===== src/rtl/agc_downlink_pkg.sv =====
`default_nettype none
// ============================================================================
// Module   : agc_downlink_pkg
// Purpose  : Shared types and constants for the AGC telemetry downlink
//            transmitter. This includes the word width, the data bits per
//            frame, the FSM state type and the frame-building helper.
// Macro    : DOWNLINK_PARITY_EN. When this macro is defined, an odd-parity
//            bit follows each 16-bit word. This makes the frame 34 data bits
//            long instead of 32.
// Ports    : none (package)
// Revision : 1.0  initial release
// ============================================================================
package agc_downlink_pkg;

  localparam int WORD_W = 16;

`ifdef DOWNLINK_PARITY_EN
  localparam int FRAME_DATA_BITS = 2 * WORD_W + 2;
`else
  localparam int FRAME_DATA_BITS = 2 * WORD_W;
`endif

  // Wide enough for the largest sync count (15) and for the data bit count (34).
  localparam int CNT_W = 6;

  typedef enum logic [1:0] {
    IDLE  = 2'd0,
    SYNC  = 2'd1,
    SHIFT = 2'd2
  } dl_state_t;

  // Builds the frame so that it goes out MSB first. With parity enabled,
  // each word is followed by its odd-parity bit. That bit is set when the
  // word holds an even number of ones.
  function automatic logic [FRAME_DATA_BITS-1:0] build_frame(
    input logic [WORD_W-1:0] a,
    input logic [WORD_W-1:0] b
  );
`ifdef DOWNLINK_PARITY_EN
    return {a, ~^a, b, ~^b};
`else
    return {a, b};
`endif
  endfunction

endpackage
`default_nettype wire


===== src/rtl/agc_downlink_tx_if.sv =====
`default_nettype none
// ============================================================================
// Module   : agc_downlink_tx_if
// Purpose  : Bus between the channel-register logic (master) and the
//            downlink transmitter (slave).
// Signals  : word_a/word_b (ch34/ch35 words)
//            load           (start strobe)
//            ready, busy    (status)
//            ser_data, ser_gate (serial line)
//            downrupt       (end-of-frame pulse)
//            overrun        (sticky: a load arrived while not ready)
// Macro    : DOWNLINK_PARITY_EN (no effect on this interface)
// Revision : 1.0  initial release
// ============================================================================
interface agc_downlink_tx_if;
  import agc_downlink_pkg::*;

  logic [WORD_W-1:0] word_a;
  logic [WORD_W-1:0] word_b;
  logic              load;
  logic              ready;
  logic              ser_data;
  logic              ser_gate;
  logic              busy;
  logic              downrupt;
  logic              overrun;

  modport master (
    output word_a, word_b, load,
    input  ready, ser_data, ser_gate, busy, downrupt, overrun
  );

  modport slave (
    input  word_a, word_b, load,
    output ready, ser_data, ser_gate, busy, downrupt, overrun
  );

endinterface
`default_nettype wire


===== src/rtl/downlink_tick_gen.sv =====
`default_nettype none
// ============================================================================
// Module   : downlink_tick_gen
// Purpose  : Generates the bit-period timebase for the downlink
//            transmitter. bit_end is high on the last cycle of every
//            TICK_DIV-cycle bit period.
// Ports    : clk     in  system clock
//            rst     in  synchronous active-high reset
//            restart in  restarts the period, so that the next cycle is
//                        the first cycle of a bit period
//            bit_end out high on the last cycle of each bit period
// Macro    : DOWNLINK_PARITY_EN (not used here)
// Revision : 1.0  initial release
// ============================================================================
module downlink_tick_gen #(
  parameter int TICK_DIV = 4
) (
  input  logic clk,
  input  logic rst,
  input  logic restart,
  output logic bit_end
);

  localparam int            CW     = (TICK_DIV > 1) ? $clog2(TICK_DIV) : 1;
  localparam logic [CW-1:0] C_LAST = CW'(TICK_DIV - 1);

  logic [CW-1:0] r_cnt;

  always_ff @(posedge clk) begin
    if (rst || restart) begin
      r_cnt <= '0;
    end else if (r_cnt == C_LAST) begin
      r_cnt <= '0;
    end else begin
      r_cnt <= r_cnt + CW'(1);
    end
  end

  // When TICK_DIV=1, the counter stays at 0, so every cycle ends a bit period.
  assign bit_end = (r_cnt == C_LAST);

endmodule
`default_nettype wire


===== src/rtl/agc_downlink_tx.sv =====
`default_nettype none
// ============================================================================
// Module   : agc_downlink_tx
// Purpose  : Transmit end of the AGC telemetry downlink.
//            - Captures the ch34/ch35 words on an accepted load.
//            - Sends SYNC_BITS sync bits (data=1, gate=0).
//            - Shifts out the frame MSB first with gate=1.
//            - Pulses downrupt for one cycle at the end of the frame.
// Ports    : clk            in  system clock
//            rst            in  synchronous active-high reset
//            bus (slave)        agc_downlink_tx_if
//              word_a/word_b  in  words sampled on an accepted load
//              load           in  start strobe, accepted only when ready=1
//              ready          out high in IDLE
//              ser_data       out serial data line (registered)
//              ser_gate       out high for data/parity bits (registered)
//              busy           out frame in progress
//              downrupt       out one-cycle end-of-frame pulse
//              overrun        out sticky: load seen while ready=0
// Macro    : DOWNLINK_PARITY_EN adds an odd-parity bit after each word
//            (34 data bits per frame).
// Revision : 1.0  initial release
// ============================================================================
module agc_downlink_tx
  import agc_downlink_pkg::*;
#(
  parameter int TICK_DIV  = 4,
  parameter int SYNC_BITS = 3
) (
  input  logic             clk,
  input  logic             rst,
  agc_downlink_tx_if.slave bus
);

  localparam logic [CNT_W-1:0] C_SYNC_LAST = CNT_W'(SYNC_BITS - 1);
  localparam logic [CNT_W-1:0] C_DATA_LAST = CNT_W'(FRAME_DATA_BITS - 1);

  dl_state_t                  r_state;
  logic [FRAME_DATA_BITS-1:0] r_shreg;
  logic [CNT_W-1:0]           r_bit_cnt;
  logic                       r_ready;
  logic                       r_busy;
  logic                       r_ser_data;
  logic                       r_ser_gate;
  logic                       r_downrupt;
  logic                       r_overrun;

  logic                       w_accept;
  logic                       w_bit_end;

  // r_ready is high only in IDLE. This includes the downrupt cycle, so a load
  // in that cycle starts the next frame with no idle bit period.
  assign w_accept = bus.load & r_ready;

  downlink_tick_gen #(
    .TICK_DIV (TICK_DIV)
  ) u_tick_gen (
    .clk     (clk),
    .rst     (rst),
    .restart (w_accept),
    .bit_end (w_bit_end)
  );

  always_ff @(posedge clk) begin
    if (rst) begin
      r_state    <= IDLE;
      r_shreg    <= '0;
      r_bit_cnt  <= '0;
      r_ready    <= 1'b1;
      r_busy     <= 1'b0;
      r_ser_data <= 1'b0;
      r_ser_gate <= 1'b0;
      r_downrupt <= 1'b0;
      r_overrun  <= 1'b0;
    end else begin
      r_downrupt <= 1'b0;
      if (bus.load && !r_ready) begin
        r_overrun <= 1'b1;
      end

      case (r_state)
        IDLE: begin
          if (w_accept) begin
            r_shreg    <= build_frame(bus.word_a, bus.word_b);
            r_bit_cnt  <= '0;
            r_state    <= SYNC;
            r_ready    <= 1'b0;
            r_busy     <= 1'b1;
            r_ser_data <= 1'b1;
            r_ser_gate <= 1'b0;
          end
        end

        SYNC: begin
          if (w_bit_end) begin
            if (r_bit_cnt == C_SYNC_LAST) begin
              // The first data bit goes onto the line as the last sync period closes.
              r_state    <= SHIFT;
              r_bit_cnt  <= '0;
              r_ser_data <= r_shreg[FRAME_DATA_BITS-1];
              r_ser_gate <= 1'b1;
              r_shreg    <= {r_shreg[FRAME_DATA_BITS-2:0], 1'b0};
            end else begin
              r_bit_cnt <= r_bit_cnt + CNT_W'(1);
            end
          end
        end

        SHIFT: begin
          if (w_bit_end) begin
            if (r_bit_cnt == C_DATA_LAST) begin
              r_state    <= IDLE;
              r_ser_data <= 1'b0;
              r_ser_gate <= 1'b0;
              r_busy     <= 1'b0;
              r_ready    <= 1'b1;
              r_downrupt <= 1'b1;
            end else begin
              r_bit_cnt  <= r_bit_cnt + CNT_W'(1);
              r_ser_data <= r_shreg[FRAME_DATA_BITS-1];
              r_shreg    <= {r_shreg[FRAME_DATA_BITS-2:0], 1'b0};
            end
          end
        end

        default: begin
          r_state <= IDLE;
        end
      endcase
    end
  end

  assign bus.ready    = r_ready;
  assign bus.busy     = r_busy;
  assign bus.ser_data = r_ser_data;
  assign bus.ser_gate = r_ser_gate;
  assign bus.downrupt = r_downrupt;
  assign bus.overrun  = r_overrun;

endmodule
`default_nettype wire


===== src/flat_wrapper.sv =====
// flat-port wrapper written by rule: the top's interface ports become plain ports
module agc_downlink_tx_flat import agc_downlink_pkg::*;
#(
  parameter int TICK_DIV  = 4,
  parameter int SYNC_BITS = 3
)
  (clk, rst, bus_word_a, bus_word_b, bus_load, bus_ready, bus_ser_data, bus_ser_gate, bus_busy, bus_downrupt, bus_overrun);
  agc_downlink_tx_if bus_i ();
  input  logic clk;
  input  logic rst;
  input wire logic [$bits(bus_i.word_a)-1:0] bus_word_a;
  input wire logic [$bits(bus_i.word_b)-1:0] bus_word_b;
  input wire logic [$bits(bus_i.load)-1:0] bus_load;
  output wire logic [$bits(bus_i.ready)-1:0] bus_ready;
  output wire logic [$bits(bus_i.ser_data)-1:0] bus_ser_data;
  output wire logic [$bits(bus_i.ser_gate)-1:0] bus_ser_gate;
  output wire logic [$bits(bus_i.busy)-1:0] bus_busy;
  output wire logic [$bits(bus_i.downrupt)-1:0] bus_downrupt;
  output wire logic [$bits(bus_i.overrun)-1:0] bus_overrun;
  assign bus_i.word_a = bus_word_a;
  assign bus_i.word_b = bus_word_b;
  assign bus_i.load = bus_load;
  assign bus_ready = bus_i.ready;
  assign bus_ser_data = bus_i.ser_data;
  assign bus_ser_gate = bus_i.ser_gate;
  assign bus_busy = bus_i.busy;
  assign bus_downrupt = bus_i.downrupt;
  assign bus_overrun = bus_i.overrun;
  agc_downlink_tx #(.TICK_DIV(TICK_DIV), .SYNC_BITS(SYNC_BITS)) u_core (.clk(clk), .rst(rst), .bus(bus_i));
endmodule

===== config.mk =====
export PLATFORM = sky130hd
export DESIGN_NAME = agc_downlink_tx_flat
export DESIGN_NICKNAME = d
export VERILOG_FILES = /design/src/rtl/agc_downlink_pkg.sv /design/src/rtl/agc_downlink_tx_if.sv /design/src/rtl/downlink_tick_gen.sv /design/src/rtl/agc_downlink_tx.sv /design/src/flat_wrapper.sv
export SDC_FILE = /design/constraint.sdc
export NUM_CORES = 1
export LEC_CHECK = 0
export CAP_MARGIN = 30
export CORE_MARGIN = 5
export CORE_UTILIZATION = 49
export DETAILED_ROUTE_END_ITERATION = 6
export GPL_ROUTABILITY_DRIVEN = 0
export PLACE_DENSITY = 0.78
export SETUP_SLACK_MARGIN = 0.05
export SYNTH_ARGS = -nofsm -noshare
export SYNTH_HDL_FRONTEND = slang
export SYNTH_HIERARCHICAL = 1
export SYNTH_SLANG_ARGS = --single-unit

===== constraint.sdc =====
create_clock -name clk -period 1.97 [get_ports clk]
set_input_delay 0.4925 -clock clk [delete_from_list [all_inputs] [get_ports clk]]
set_output_delay 0.4925 -clock clk [all_outputs]
set_load 0.05 [all_outputs]

==> Flow_metrics.wiki, run 1 <==
{| class="wikitable"
! Metric !! Value
|-
| Total iterations of the first detailed-routing run || 4
|-
| Critical path launch point type || register
|-
| Buffers & Inverters on Critical Path || 2
|-
| Share of cell area taken by muxes after synthesis || 0.134
|-
| Final Hold Fails || 0
|-
| Transition at the pin with the smallest max-transition slack || 0.536 ns
|-
| Clock H-tree levels || 2
|-
| Largest net degree at the start of global routing || 37
|-
| Post-detailed-route wirelength per cell || 16.9 um
|-
| Detailed Route WL || 6880 um
|-
| Combinational family with the most area after synthesis || simple AND/OR/NAND/NOR gates
|-
| Number of antenna-violating nets in the routed design || 0
|-
| Final-layout fill cell count || 439
|-
| Max-slew violation count || 0
|-
| Clock-pin slew reported for the worst setup and hold paths after clock tree synthesis || 0.09 ns
|-
| Post-Synth Adder-Cell Area || 0.0373
|-
| Data arrival time of the critical path || 2.06 ns
|-
| Top cells by area, synth || dfxtp_1, mux2_2, a31oi_1
|-
| Fraction of the yosys area taken by sequential cells || 0.358
|-
| Power per unit of standard cell area || 1440 nW/um2
|-
| Post-Synth XOR/XNOR Area || 0
|-
| Number of enable flip-flop cells after synthesis || 0
|-
| Maximum capacitance violations || 0
|-
| R2r setup slk || 0.09 ns
|-
| Die Width || 84.0 um
|-
| Biggest fanout along the worst timing path || 28
|-
| Hold/Removal Path Class || register to register
|-
| Leakage Power || 0.00124 uW
|-
| Share of flip-flops with an asynchronous set or reset after synthesis || 0
|-
| Cell with the largest stage delay on the worst path || dfxtp_4
|-
| Worst-case vdd ir drop || 0.000759 V
|-
| Synth Net Count || 333
|-
| Proportion of layout cells with a drive suffix above 1 || 0.341
|-
| Launch instance of the worst register-to-register path || u_core/r_state[1]
|-
| Clock latency at the later pin of the worst-skew pair || 0.31 ns
|-
| Endpoint of the most critical register-to-register path || u_core/r_bit_cnt[4]
|-
| Number of rows in the core area || 27
|-
| Clock tree root buffer cell || clkbuf_8
|-
| Syn-to-layout area delta || 32.9%
|-
| Final count of negative-setup-slack endpoints || 0
|-
| Boundary Pins || 41
|-
| TritonCTS Buffers || 5
|-
| Number of different library cells in the post-synthesis netlist || 42
|-
| Initial detailed-routing violation count || 208
|-
| List of most frequent post-synthesis cells || dfxtp_1, a31oi_1, nor3_1
|-
| Number of global-route vias before repair || 2384
|-
| Total of flip-flops plus latches after synthesis || 48
|-
| Yosys top cell by area || dfxtp_1
|-
| Cell Area, Synth || 2690 um2
|-
| Number of antenna violations at the first check in global routing || 0
|-
| Diodes inserted || 0
|-
| Critical path startpoint || u_core/r_state[1]
|-
| Gate count of the mapped netlist || 290
|-
| Endpoint class of the critical path || register
|-
| Initial Util || 0.497
|-
| Total Routing Usage GR || 0.189
|-
| Port bufs || 40
|-
| Net count of the finished layout || 376
|-
| Area share of the leading cell type in the synthesized netlist || 0.358
|-
| Sum of net half-perimeters after detailed placement || 4320 um
|-
| Hold slack final || 0.439 ns
|-
| Critical path's largest stage delay || 0.39 ns
|-
| Part of the cycle the worst path needs || 0.956
|-
| Crit path required time || 2.14 ns
|-
| Synth Area per Inst || 9.26 um2
|-
| Core area || 5410 um2
|-
| Count of hold buffers inserted by post-cts repair || 0
|-
| Clock sinks || 48
|-
| Number of buffers on the longest clock path || 2
|-
| Vias per Instance || 6.09
|-
| Global-route wire length before repair || 11300 um
|-
| Top FF cell, synth || dfxtp_1
|-
| Fmax achieved || 531 MHz
|-
| Vias || 2473
|-
| Logic depth of the worst register-to-register path || 7
|-
| Post-synthesis simple-gate area fraction || 0.231
|-
| Yosys synthesis warning count || 6
|-
| Launch instance of the worst min-delay path || u_core/u_tick_gen/r_cnt[0]
|-
| Cell-by-cell listing of the critical path || inv_1 > ha_2 > o21ba_4 > or3_4 > buf_12 > a211oi_1 > o32ai_1
|-
| Remaining max-slew budget at the tightest pin || 0.642
|-
| RSZ-0062 raised after global routing || true
|-
| Dominant delay contributor by cell family on the critical path || compound AO/OA/AOI/OAI gates
|-
| Setup Skew || 0.0149 ns
|-
| Share of the synthesized area in compound gates (AO/OA/AOI/OAI) || 0.168
|-
| Global-route congestion overflow total || 0
|-
| Status || complete, no violations
|-
| DRC || 0
|-
| Type of the setup path with the least slack || register to register
|-
| Post-layout minimum cycle time || 1.88 ns
|-
| Total power || 5130 uW
|-
| Die area || 7060 um2
|-
| Capturing element of the worst setup path || u_core/r_bit_cnt[4]
|-
| Path length in cells of the critical path || 7
|-
| Most frequent cell after synthesis || dfxtp_1
|-
| CTS tree || done
|-
| Die height || 84.0 um
|}
==> cells in the final DEF, fill, tap and decap left out, types with 2 or more instances in the layout <==
cell type,n
dfxtp_1,45
clkdlybuf4s50_1,33
nor3_1,33
a31oi_1,32
mux2_2,31
buf_4,24
nor4_2,19
inv_1,9
nor4_1,8
a21oi_1,7
clkbuf_8,6
ha_1,6
buf_12,6
nor2_1,5
o21ai_0,5
or3_1,5
nor4_4,5
nand4_1,4
o31ai_1,4
o32ai_1,4
nand3_1,3
a211oi_2,3
buf_2,2
and2_1,2
o21a_1,2
dfxtp_2,2
==> sequential cells by signal (all words and copies together), names as in the netlist <==
register / flops
u_core/u_tick_gen/r_cnt: 2
u_core/r_bit_cnt: 6
u_core/r_shreg: 32
u_core/bus.downrupt: 1
u_core/bus.ready: 1
u_core/bus.busy: 1
u_core/bus.ser_gate: 1
u_core/bus.ser_data: 1
u_core/r_state: 2
u_core/bus.overrun: 1
==> power breakdown <==
| group | total (uW) | internal [uW] | switching, uW |
|---|---|---|---|
| sequential | 1420 | 1260 | 153 |
| combinational | 3070 | 1450 | 1620 |
| clock | 643 | 288 | 355 |
| total | 5130 | 3000 | 2130 |
==> worst min path at each step <==
stage | slack (ns) | cells after the start | to
2_1_floorplan | 0.41 | 1 | u_core/u_tick_gen/r_cnt[0]
3_3_place_gp | 0.42 | 1 | u_core/u_tick_gen/r_cnt[0]
3_5_place_dp | 0.43 | 1 | u_core/u_tick_gen/r_cnt[0]
4_1_cts | 0.45 | 1 | u_core/u_tick_gen/r_cnt[0]
5_1_grt | 0.46 | 1 | u_core/u_tick_gen/r_cnt[0]
6_report | 0.44 | 1 | u_core/u_tick_gen/r_cnt[0]
==> repair_timing <==
action / 4_1_cts / 5_1_grt
resized for setup: 3 / 29
buffers inserted: 0 / 2
pin swaps: 0 / 1
endpoints found under the hold margin: 0 / 0
endpoints found under the setup margin: 24 / 38
cloned: 0 / 1
==> through the flow <==
step           TNS [ns]  instances  setup WS [ns]  utilization  cell area (um2)
2_1_floorplan         0        290         0.0615            -             2690
3_3_place_gp      -4.50        395         -0.144        0.605             3270
3_5_place_dp      -6.00        395         -0.214        0.605             3270
4_1_cts               0        403         0.0564        0.625             3380
5_1_grt               0        406        0.00789        0.660             3570
6_report              0        406         0.0870        0.660             3570
==> kinds of logic after synthesis <==
logic type | Yosys count
buffers and inverters | 41
muxes | 32
adders and majority gates | 8
and+or+nand+nor | 95
DFF | 48
AOI/OAI and AO/OA | 66
==> final cells by class <==
type	count	area, um2	share of cell area
clock buffers	6	82.6	0.0231
clock inverters	2	13.8	0.00386
inverters	10	37.5	0.0105
multi-input cells	201	1710	0.480
flip-flops and latches	48	967	0.271
well taps	72	90.1	0.0252
repair buffers	67	664	0.186
==> per-layer routing <==
metal  routed length (um)  vias to the layer above  share of wire  track usage
met5                    0                        -              0            0
met4                   89                        0          0.013       0.0614
met3                  368                        7          0.054       0.0385
met2                 3400                       69           0.49        0.308
met1                 3020                     1183           0.44        0.249
li1                     -                     1214              -            -
No activity file was read; power rests on OpenSTA's default activity.
==> run 2, diff against run 1 <==
- TNS_END_PERCENT: not set -> 10
==> Flow_metrics.wiki, run 2 (same netlist as run 1, synthesis figures left out) <==
{| class="wikitable"
! Metric !! Value
|-
| Status || complete, no violations
|-
| Buffers & Inverters on Critical Path || 2 (unchanged)
|-
| Biggest fanout along the worst timing path || 28 (unchanged)
|-
| Die height || 84.0 um (unchanged)
|-
| Hold/Removal Path Class || register to register
|-
| Port bufs || 40 (unchanged)
|-
| Largest registers || u_core/r_shreg x32, u_core/r_bit_cnt x6
|-
| Fmax achieved || 526 MHz (-0.89%)
|-
| Cell with the largest stage delay on the worst path || dfxtp_2
|-
| Final-layout fill cell count || 440 (+0.23%)
|-
| Post-layout minimum cycle time || 1.90 ns (+0.0168 ns)
|-
| GRT Max-Usage Layer || met2
|-
| Number of buffers on the longest clock path || 2 (unchanged)
|-
| RSZ-0062 raised after global routing || true
|-
| Global routing usage on met3 || 0.0385 (unchanged)
|-
| Total iterations of the first detailed-routing run || 4 (unchanged)
|-
| Number of rows in the core area || 27 (unchanged)
|-
| Count of hold buffers inserted by post-cts repair || 0 (unchanged)
|-
| Crit path required time || 2.16 ns (+0.02 ns)
|-
| Boundary Pins || 41 (unchanged)
|-
| Setup Skew || 0.0165 ns (+0.00160 ns)
|-
| Vias per Instance || 6.06 (-0.53%)
|-
| Syn-to-layout area delta || 31.3%
|-
| Number of global-route vias before repair || 2384 (unchanged)
|-
| Diodes inserted || 0 (unchanged)
|-
| Register area || 965 um2 (-0.26%)
|-
| Clock tree root buffer cell || clkbuf_8
|-
| Clock H-tree levels || 2 (unchanged)
|-
| Type of the setup path with the least slack || register to register
|-
| Highest-count cells in the layout ignoring fill and taps || dfxtp_1, clkdlybuf4s50_1, nor3_1, a31oi_1, mux2_2
|-
| Initial detailed-routing violation count || 231 (+11%)
|-
| Most common library cell in the layout ignoring fill and taps || dfxtp_1
|-
| Proportion of layout cells with a drive suffix above 1 || 0.332 (-0.00898)
|-
| Final count of negative-setup-slack endpoints || 0 (unchanged)
|-
| Path length in cells of the critical path || 7 (unchanged)
|-
| Detailed Route WL || 6870 um (about the same)
|-
| Total Routing Usage GR || 0.189 (unchanged)
|-
| Worst-case vdd ir drop || 0.000818 V (+7.7%)
|-
| Met1 routing resource usage after global routing || 0.249 (unchanged)
|-
| Die Width || 84.0 um (unchanged)
|-
| Sum of net half-perimeters after detailed placement || 4320 um (unchanged)
|-
| Hold slack final || 0.438 ns (-0.000436 ns)
|-
| Hold Crit Depth || 1 (unchanged)
|-
| Net count of the finished layout || 376 (unchanged)
|-
| Clock-pin slew reported for the worst setup and hold paths after clock tree synthesis || 0.10 ns (about the same)
|-
| Critical path launch point type || register
|-
| Logic depth of the worst register-to-register path || 7 (unchanged)
|-
| Dominant delay contributor by cell family on the critical path || simple AND/OR/NAND/NOR gates
|-
| Post-detailed-route wirelength per cell || 16.9 um (about the same)
|-
| Core area || 5410 um2 (unchanged)
|-
| Clock latency at the later pin of the worst-skew pair || 0.31 ns (about the same)
|-
| Data arrival time of the critical path || 2.09 ns (+0.03 ns)
|-
| Leakage Power || 0.00121 uW (-2.0%)
|-
| Final Hold Fails || 0 (unchanged)
|-
| Number of antenna-violating nets in the routed design || 0 (unchanged)
|-
| Cell-by-cell listing of the critical path || inv_1 > ha_2 > o21ba_4 > or3_4 > buf_12 > nor4_1 > nor3_1
|-
| Clock sinks || 48 (unchanged)
|-
| Endpoint class of the critical path || register
|-
| Power per unit of standard cell area || 1440 nW/um2 (about the same)
|-
| Vias || 2460 (-0.53%)
|-
| Max-slew violation count || 0 (unchanged)
|-
| Remaining max-slew budget at the tightest pin || 0.647 (+0.00411)
|-
| Critical path's largest stage delay || 0.39 ns (about the same)
|-
| Area occupied by multi-input gates || 1680 um2 (-2.1%)
|-
| DRC || 0 (unchanged)
|-
| Part of the cycle the worst path needs || 0.964 (+0.00855)
|-
| Number of flip-flops in the largest register || 32 (unchanged)
|-
| Maximum capacitance violations || 0 (unchanged)
|-
| TritonCTS Buffers || 5 (unchanged)
|-
| Global-route congestion overflow total || 0 (unchanged)
|-
| Total Negative Setup Slacks || 0 ns (unchanged)
|-
| CTS tree || done
|-
| Initial Util || 0.497 (unchanged)
|-
| Largest net degree at the start of global routing || 37 (unchanged)
|-
| Global-route wire length before repair || 11300 um (unchanged)
|-
| Number of antenna violations at the first check in global routing || 0 (unchanged)
|-
| Transition at the pin with the smallest max-transition slack || 0.530 ns (-0.00617 ns)
|-
| Grt met2 use || 0.308 (unchanged)
|-
| Die area || 7060 um2 (unchanged)
|-
| Register bank with the most flops || u_core/r_shreg
|}
==> run 2: report_power, final <==
| part | leakage (uW) | internal, uW | total, uW | switching [uW] |
|---|---|---|---|---|
| sequential | 0.000396 | 1260 | 1410 | 152 |
| clock | 0.0000516 | 288 | 637 | 349 |
| combinational | 0.000763 | 1430 | 3020 | 1590 |
==> run 2: what timing repair did <==
action / CTS / global route
pin swaps: 0 / 1
gates cloned: 0 / 1
resized for setup: 3 / 21
endpoints found under the setup margin: 24 / 38
setup buffers: 0 / 2
==> run 2: final timing paths <==
kind / start / to / slack [ns]
setup / recovery: u_core/r_state[1] / u_core/r_shreg[6] / 0.07
hold / removal: u_core/u_tick_gen/r_cnt[0] / u_core/u_tick_gen/r_cnt[0] / 0.44
setup reg to reg: u_core/r_state[1] / u_core/r_shreg[6] / 0.07
hold reg to reg: u_core/u_tick_gen/r_cnt[0] / u_core/u_tick_gen/r_cnt[0] / 0.44
==> run 2: area by class of cell <==
cell class	count	area share
Sequential cell	48	0.273
Multi-Input combinational cell	201	0.476
Tap cell	72	0.0255
Timing Repair Buffer	67	0.188
Inverter	10	0.0106
Clock inverter	2	0.00390
Clock buffer	6	0.0234
==> run 2: per-layer routing <==
metal | up-vias | part of all wire
met5 | - | 0
met4 | 0 | 0.012
met3 | 6 | 0.056
met2 | 72 | 0.50
met1 | 1177 | 0.44
li1 | 1205 | -
==> run 2: metrics by stage <==
stage               instance area [um2]  std cells  worst slack [ns]  power, uW  utilization
floorplan                          2690        290            0.0615       3450            -
global route                       3530        406           -0.0109       5400        0.653
CTS                                3380        403            0.0564       4790        0.625
global placement                   3270        395            -0.144       4070        0.605
detailed placement                 3270        395            -0.214       4130        0.605
finish                             3530        406            0.0701       5070        0.653
